File: src/rtl/cancid_stream_ctx.sv
// Per-stream regex engine context store: restores engine state at packet start, saves it at packet end.
// Optional per-stream hit counters with registered readback are enabled by CANCID_STREAM_CTX_PERSTREAM_CNT_EN.
module cancid_stream_ctx #(
   parameter int SW  = 11,
   parameter int NS  = 64,
   parameter int IDW = 6,
   parameter int CW  = 16
) (
   input  logic           clk,
   input  logic           rst,
   input  logic           load_state,
   input  logic [IDW-1:0] stream_id,
   input  logic           enable,
   input  logic           eop,
   input  logic           accept_in,
   input  logic [SW-1:0]  eng_state_in,
   input  logic           flush_vld,
   input  logic [IDW-1:0] flush_id,
   output logic [SW-1:0]  eng_state_out,
   output logic           eng_state_vld,
   output logic           fired,
   output logic [CW-1:0]  count,
   output logic           active
`ifdef CANCID_STREAM_CTX_PERSTREAM_CNT_EN
   ,
   input  logic [IDW-1:0] rd_id,
   output logic [CW-1:0]  rd_count
`endif
);

   typedef enum logic [1:0] {
      IDLE   = 2'd0,
      LOAD   = 2'd1,
      ACTIVE = 2'd2
   } state_t;

   localparam logic [CW-1:0] CNT_MAX = '1;

   state_t          state;
   state_t          state_nxt;
   logic [IDW-1:0]  cur_id;
   logic            cur_en;
   logic [NS-1:0]   valid;
   logic [SW-1:0]   state_mem [NS];
   logic [SW-1:0]   load_data;
   logic [SW-1:0]   load_rd;

   logic            in_active;
   logic            start;
   logic            save;
   logic            drop;
   logic            hit;
   logic            flush_cur;

   assign in_active = (state == ACTIVE);
   assign start     = load_state && (state != LOAD);
   assign save      = in_active && eop && cur_en;
   assign drop      = in_active && eop && !cur_en;
   assign hit       = fired || (in_active && accept_in);
   assign flush_cur = flush_vld && (flush_id == cur_id);

   always_comb begin
      state_nxt = state;
      case (state)
         IDLE:    if (load_state) state_nxt = LOAD;
         LOAD:    state_nxt = ACTIVE;
         ACTIVE: begin
            if (load_state)
               state_nxt = LOAD;
            else if (eop)
               state_nxt = IDLE;
         end
         default: state_nxt = IDLE;
      endcase
   end

   // Restore value is captured at load_state; a save to the same id in that cycle bypasses the memory.
   always_comb begin
      load_rd = '0;
      if (flush_vld && (flush_id == stream_id))
         load_rd = '0;
      else if (save && (cur_id == stream_id))
         load_rd = eng_state_in;
      else if (valid[stream_id])
         load_rd = state_mem[stream_id];
   end

   always_ff @(posedge clk or posedge rst) begin
      if (rst) begin
         state     <= IDLE;
         cur_id    <= '0;
         cur_en    <= 1'b0;
         fired     <= 1'b0;
         count     <= '0;
         valid     <= '0;
         load_data <= '0;
      end else begin
         state <= state_nxt;
         if (start) begin
            cur_id    <= stream_id;
            cur_en    <= enable;
            load_data <= load_rd;
         end
         if (start || drop)
            fired <= 1'b0;
         else if (in_active && accept_in)
            fired <= 1'b1;
         if (save && hit && (count != CNT_MAX))
            count <= count + CW'(1);
         if (save)
            valid[cur_id] <= 1'b1;
         if (flush_vld)
            valid[flush_id] <= 1'b0;
      end
   end

   // Context memory is deliberately not reset; the valid bits mark stale entries.
   always_ff @(posedge clk) begin
      if (save)
         state_mem[cur_id] <= eng_state_in;
   end

   assign eng_state_vld = (state == LOAD);
   assign eng_state_out = (state == LOAD && !flush_cur) ? load_data : '0;
   assign active        = in_active;

`ifdef CANCID_STREAM_CTX_PERSTREAM_CNT_EN
   logic [CW-1:0] hit_cnt [NS];

   always_ff @(posedge clk or posedge rst) begin
      if (rst) begin
         for (int i = 0; i < NS; i++)
            hit_cnt[i] <= '0;
         rd_count <= '0;
      end else begin
         if (save && hit && (hit_cnt[cur_id] != CNT_MAX))
            hit_cnt[cur_id] <= hit_cnt[cur_id] + CW'(1);
         if (flush_vld)
            hit_cnt[flush_id] <= '0;
         rd_count <= hit_cnt[rd_id];
      end
   end
`endif

endmodule

File: config.mk
export PLATFORM = sky130hd
export DESIGN_NAME = cancid_stream_ctx
export DESIGN_NICKNAME = d
export VERILOG_FILES = /design/src/rtl/cancid_stream_ctx.sv
export SDC_FILE = /design/constraint.sdc
export NUM_CORES = 1
export LEC_CHECK = 0
export BUFFER_PORTS_ARGS = -buffer_cell sky130_fd_sc_hd__buf_2
export CORE_ASPECT_RATIO = 0.5
export CORE_MARGIN = 5
export CORE_UTILIZATION = 56
export CTS_CLUSTER_SIZE = 10
export DETAILED_ROUTE_END_ITERATION = 7
export PLACE_DENSITY_LB_ADDON = 0.2
export SETUP_SLACK_MARGIN = 0.4
export SLEW_MARGIN = 20
export SYNTH_ARGS = -nofsm -noshare
export SYNTH_HDL_FRONTEND = slang
export SYNTH_SLANG_ARGS = --single-unit
File: constraint.sdc
create_clock -name clk -period 3.4 [get_ports clk]
set_clock_uncertainty 0.1 [all_clocks]
set_input_delay 0.68 -clock clk [delete_from_list [all_inputs] [get_ports clk]]
set_output_delay 0.68 -clock clk [all_outputs]
set_load 0.02 [all_outputs]
==> key figures, run 1 <==
Layout
  • Nets@finish: 1816
  • FF+latch area: 23700 µm²
  • N_diodes: 0
  • Final Util: 64.1%
  • Layout fillers: roughly 3800
  • Synth-to-Final Area Change: 14.0%
  • Commonest non-fill, non-tap cell in the layout: edfxtp_1
  • Leading cell types in the layout, fill and taps excluded: 704 x edfxtp_1, 162 x mux4_2, 128 x buf_4, 95 x dfrtp_1, 93 x clkbuf_16
  • Fraction of layout cells with a size suffix above 1: 26.9%
  • Area of the multi-input gates: around 7700 µm²

Floorplan
  • Die Wd: 348 µm
  • Core area: 57000 µm²
  • Row cnt: 62
  • Die Y: 179 µm
  • Starting Density: 56.3%
  • Die area: roughly 62000 µm²
  • Io pins: 60

CTS
  • Clock Tree Buf Depth: 3
  • TritonCTS clock tree: done
  • Sink Count: 805
  • Root buf cell: clkbuf_16
  • CTS Buf Count: 90
  • Worst skew pair latency: 0.63 ns
  • H-tree depth: 3
  • Clock-pin transition on the worst setup and hold timing paths: 0.06 ns

Yosys
  • Post-Synthesis Cells: 1584
  • Synthesized cell area: 32100 µm²
  • Sequential-to-total area share from yosys stat: approximately three quarters
  • Seq cells post-synth: slightly above 800
  • EDFF count, synth: 704
  • Synth Net Count: 1615
  • Synth warnings: 0
  • Ys flop type: edfxtp_1
  • Synth cell types: 59
  • Async SR Flop Fraction: ~13%
  • Avg Cell Area, Syn: 20.2 µm²

Timing
  • Period utilization: 87.3%
  • Final Hold Fails: 0
  • Tmin final: between 2 and 3 ns
  • Fmax: 337 MHz
  • Slew of the pin with the lowest slew margin: 1.07 ns
  • Slew Limit Fails: 0
  • Final setup viols: 0
  • Unrepaired setup endpoints after global routing: yes
  • Total Negative Setup Slacks: 0 ns
  • Worst setup margin: 0.431 ns
  • Worst slew margin: 28.6%
  • Hold slack final: 0.103 ns

Power and ir drop
  • Design Power: 0.0210 W
  • Combinational power share: 6.3%
  • Clock share of power: between 40% and 50%
  • Switch Pwr: 0.00455 W
  • Pwr/cell area: 574 nW/µm²
  • Max VDD drop: roughly 0.00034 V
  • Seq pwr share: between 50% and 60%
  • Leak: between 10 and 15 nW
  • Int Power: between 0.015 and 0.02 W
  • Sw Share: between 20% and 30%

GRT
  • First-pass GRT wire length: ~120 mm
  • Vias in the first global route: 17261
  • Grt ovf: 0
  • Initial antenna violation count: 1
  • Total Routing Usage GR: 25.9%
  • Largest net degree at the start of global routing: between 60 and 70

Route
  • Pre-antenna DRT Iters: 5
  • DR DRC count: 0
  • Detailed-route wire length per cell: ~31 µm
  • Routed Antenna Nets: 0
  • DR iter-0 viols: between 2000 and 2500
  • Vias per inst: around 6.6
  • Vias post-DR: 17293
  • Total wire length: about 80 mm

Worst hold path
  • Hold Path Class: in2async

Critical path
  • Worst setup path class: reg2out
  • Nature of the critical path startpoint: flop
  • Kind of end point of the critical path: primary output
  • Data arrival, critical path: 2.19 ns
  • CP Data Required Time: 2.62 ns
  • Worst Path Max Fanout: 11

Placed design
  • Port Buf Inserts: 59
  • Dpl hpwl: 48.9 mm
  • GPL Wtd Cong: between 0.8 and 0.9
  • Post-placement setup slack: around 0.054 ns

Flow run
  • Max-cap viol count: 0

Status
  • Status: complete, no violations
==> cell type report <==
cell class | instances | area share [%]
tap | 768 | 2.63
sequential | 805 | 64.7
clock inverter | 5 | 0.188
inverter | 10 | 0.113
clock buffer | 148 | 6.93
timing repair buffer | 200 | 4.32
multi-input combinational | 678 | 21.1
==> registers in the layout (all words and copies together), names as in the netlist <==
signal     flops
fired          1
state_mem    704
count         16
valid         64
cur_en         1
load_data     11
cur_id         6
state          2
==> kinds of logic after synthesis <==
logic type               share of synthesized area [%]
flip-flops                                        73.8
multiplexers                                      14.5
XOR/XNOR                                         0.901
adder cells (fa/ha/maj)                         0.0390
buffers and inverters                             2.24
AO/OA/AOI/OAI                                     5.31
AND/OR/NAND/NOR                                   3.23
==> power groups by stage <==
stage	sequential (W)	combinational, W	clock, W
floorplan	0.0111	0.000761	0
global placement	0.0111	0.00122	0
detailed placement	0.0112	0.00126	0
CTS	0.0109	0.00129	0.00886
global route	0.0109	0.00140	0.00928
finish	0.0109	0.00132	0.00873
==> synthesized netlist by cell type, types with 17 or more instances <==
| cell type | instances | area (µm²) |
|---|---|---|
| nor3_1 | 18 | 90.1 |
| a2bb2oi_1 | 29 | 254 |
| mux4_2 | 162 | 3650 |
| edfxtp_1 | 704 | 21100 |
| mux4_1 | 28 | 736 |
| nor2_1 | 87 | 327 |
| nand2_1 | 31 | 116 |
| a211oi_1 | 17 | 128 |
| xnor2_1 | 18 | 158 |
| o22a_1 | 28 | 245 |
| a22oi_1 | 54 | 405 |
| dfrtp_1 | 101 | 2530 |
| buf_2 | 23 | 115 |
| a21oi_1 | 21 | 105 |
| clkbuf_1 | 25 | 93.8 |
==> layer usage <==
layer,up-vias,routed length (µm),global-route usage (%)
met5,-,0,0
met4,0,1630,6.00
met3,140,8340,5.73
met2,1056,37200,40.2
met1,9078,32800,38.6
li1,7019,-,-
==> path summary, 6_finish.rpt <==
path	cells past startpoint	to	start	slack, ns
setup / recovery	6	eng_state_out[0]	cur_id[1]	0.43
hold / removal	2	load_data[0]	rst	0.10
setup reg to reg	7	load_data[1]	valid[18]	0.75
hold reg to reg	1	count[10]	count[10]	0.39
max in group asynchronous	4	cur_id[4]	rst	2.12
min in group clk	2	cur_en	enable	0.19
==> metrics by stage <==
stage | instances | instance area (µm²)
2_1_floorplan | 1584 | 32100
3_3_place_gp | 2451 | 33800
3_5_place_dp | 2452 | 33900
4_1_cts | 2610 | 36500
5_1_grt | 2614 | 36600
6_report | 2614 | 36600
==> critical path, stage by stage (launching register included) <==
cell     delay (ns)
dfrtp_2        0.43
xor2_1         0.18
nor4_2         0.33
nor2_2         0.10
buf_12         0.15
and2_1         0.19
buf_2          0.17
==> repair_timing <==
| item | CTS | global route |
|---|---|---|
| hold endpoints to repair | 0 | 0 |
| buffers inserted | 5 | 4 |
| resized for setup | 6 | 4 |
| hold buffers | 0 | 0 |
| pin swaps | 1 | 0 |
| setup endpoints to repair | 11 | 11 |
No activity file was read; power rests on OpenSTA's default activity.
==> run 2: changes to the inputs <==
CORE_UTILIZATION = 67   (was 56)
clock period = 3.5 ns   (was 3.4 ns; I/O delays follow)
==> run 2 against run 1 <==
Net effect:
- critical path depth stayed put
- global-route usage is 6.3 points higher
- first-iteration DRC count is 23% higher
- register-to-register slack better by 0.26 ns
- sequential cell count stayed put
- cell count is 5.0% lower
- clock-buffer cell count is 8 lower
- sequential share of layout area is 0.38 points higher
- combinational power is 4% lower
- sequential power hardly changed
- die area is 16% lower
- largest power group unchanged
==> key figures, run 2 (synthesis gave the netlist of run 1 again) <==
Power and ir drop
  • Switch Pwr: roughly 0.0044 W
  • Clock share of power: 41.5%
  • Leak: ~12 nW
  • Pwr/cell area: 560 nW/µm²
  • Design Power: 0.0204 W
  • Combinational power share: about 6.3%
  • Int Power: 0.0159 W
  • Max VDD drop: 0.000471 V
  • Sw Share: between 20 and 25%
  • Seq pwr share: approximately 52%

Placed design
  • Placed Cells: 2335
  • Dpl hpwl: 48.2 mm
  • Port Buf Inserts: 59
  • GPL Wtd Cong: 0.991

Critical path
  • Reg-to-reg slack, setup: 1.01 ns
  • FF-to-FF End: state_mem[27][0]
  • Slowest-stage cell, CP: dfrtp_2
  • Worst setup path class: reg2out
  • Crit path largest cell delay: approximately 0.47 ns
  • Critical path's top delay family: simple AND/OR/NAND/NOR gates
  • Crit path cell chain: xor2_1, nor4_2, nor2_1, buf_4, and2_2, buf_2
  • Kind of end point of the critical path: primary output
  • CP Data Required Time: roughly 2.7 ns
  • Data arrival, critical path: 2.21 ns
  • Register-to-Register Path Depth: 4
  • Worst Path Max Fanout: 11
  • Critical path buffers and inverters: 2
  • Start of the worst register-to-register path: cur_id[2]
  • Nature of the critical path startpoint: flop

Route
  • Routed length on met1: between 30 and 40 mm
  • Total wire length: 82.4 mm
  • Pre-antenna DRT Iters: 6
  • DR iter-0 viols: 2818
  • Detailed-route wire length per cell: ~33 µm
  • DR DRC count: 0
  • Vias post-DR: 17756
  • Met3 routed WL: between 9 and 10 mm
  • Uppermost layer routed: met5
  • WL met2: about 39 mm
  • Vias per inst: 7.15
  • Routed Antenna Nets: 0

Timing
  • Final Hold Fails: 0
  • Tmin final: 3.01 ns
  • Unrepaired setup endpoints after global routing: no
  • Period utilization: 86.0%
  • Slew Limit Fails: 0
  • Worst slew margin: between 30% and 40%
  • Final setup viols: 0
  • Fmax: ~330 MHz
  • Total Negative Setup Slacks: 0 ns
  • Slew of the pin with the lowest slew margin: 1.01 ns

Layout
  • Synth-to-Final Area Change: 13.4%
  • FF+latch area: 23700 µm²
  • Final Util: between 70% and 80%
  • N_diodes: 0
  • Leading cell types in the layout, fill and taps excluded: 704 x edfxtp_1, 162 x mux4_2, 148 x buf_4, 95 x dfrtp_1, 94 x clkbuf_16
  • Commonest non-fill, non-tap cell in the layout: edfxtp_1
  • Nets@finish: 1826
  • Area of the multi-input gates: 7700 µm²
  • Largest regs: state_mem (704), valid (64), count (16)
  • Most flops, register: state_mem
  • Layout fillers: roughly 2400
  • Max FFs per register: 704
  • Fraction of layout cells with a size suffix above 1: 27.3%
  • Non-filler cells, final: 2483

GRT
  • Initial antenna violation count: 2
  • Vias in the first global route: between 15000 and 20000
  • First-pass GRT wire length: 122 mm
  • Total Routing Usage GR: between 30 and 40%
  • Grt ovf: 0
  • Largest net degree at the start of global routing: 66

Floorplan
  • Io pins: 60
  • Core area: ~47000 µm²
  • Die Y: 165 µm
  • Die Wd: 319 µm
  • Die area: 52600 µm²
  • Row cnt: 56
  • Starting Density: 68.1%

CTS
  • CTS Buf Count: 90
  • Clock-pin transition on the worst setup and hold timing paths: 0.06 ns
  • TritonCTS clock tree: done
  • Hold Buf Count CTS: 0
  • Worst skew pair latency: 0.63 ns
  • Root buf cell: clkbuf_16
  • Sink Count: 805
  • Clock Tree Buf Depth: 3
  • H-tree depth: 3

Status
  • Status: complete, no violations

Flow run
  • Max-cap viol count: 0

Worst hold path
  • Hold Path Class: in2async
## run 2: cell types whose count changed in the layout (fill, tap and decap cells not counted), moves of 4 or more
cell	before	now
buf_12	16	10
buf_2	54	50
buf_4	128	148
clkbuf_1	55	46
## run 2: worst max-delay path by stage
stage / from / to / slack, ns / cells past startpoint
3_5_place_dp: stream_id[0] / load_data[8] / 0.16 / 8
2_1_floorplan: stream_id[0] / load_data[9] / 0.72 / 10
6_report: cur_id[4] / eng_state_out[8] / 0.49 / 6
3_3_place_gp: stream_id[0] / load_data[8] / 0.20 / 8
5_1_grt: cur_id[3] / eng_state_out[8] / 0.42 / 7
4_1_cts: cur_id[3] / eng_state_out[8] / 0.40 / 7
## run 2: layout make-up
| cell class | instances | area share, % |
|---|---|---|
| Tap cell | 638 | 2.20 |
| Sequential cell | 805 | 65.1 |
| Multi-Input combinational cell | 678 | 21.2 |
| Timing Repair Buffer | 210 | 4.37 |
| Clock buffer | 140 | 6.94 |
| Inverter | 10 | 0.114 |
| Clock inverter | 2 | 0.0654 |
## run 2: timing repair
action,4_1_cts,5_1_grt
setup endpoints to repair,6,11
pin swaps,1,1
resized for setup,7,1
buffers inserted,3,3
## run 2: power groups by stage
stage                     logic, W  clock network, W  registers, W
after detailed placement   0.00120                 0        0.0108
after global placement     0.00117                 0        0.0108
after CTS                  0.00124           0.00852        0.0106
after global routing       0.00134           0.00902        0.0106
final                      0.00127           0.00845        0.0106
after floorplan           0.000739                 0        0.0108
## run 2: through the flow
step	setup slack (ns)	instance area (µm²)	hold slack, ns
3_5_place_dp	0.158	33700	0.373
6_report	0.489	36400	0.197
5_1_grt	0.417	36400	0.214
4_1_cts	0.401	36300	0.193
3_3_place_gp	0.199	33700	0.353
2_1_floorplan	0.722	32100	0.340
## run 2: worst reg2reg max path, stage by stage (launching register included)
cell	delay, ns
dfrtp_2	0.40
buf_4	0.17
nand3b_1	0.55
nor2_1	0.64
buf_4	0.32
## run 2: per-layer routing
layer	vias up	global-route usage [%]
met3	234	8.27
met5	-	0
met1	9205	46.7
li1	7009	-
met4	4	9.88
met2	1304	50.0
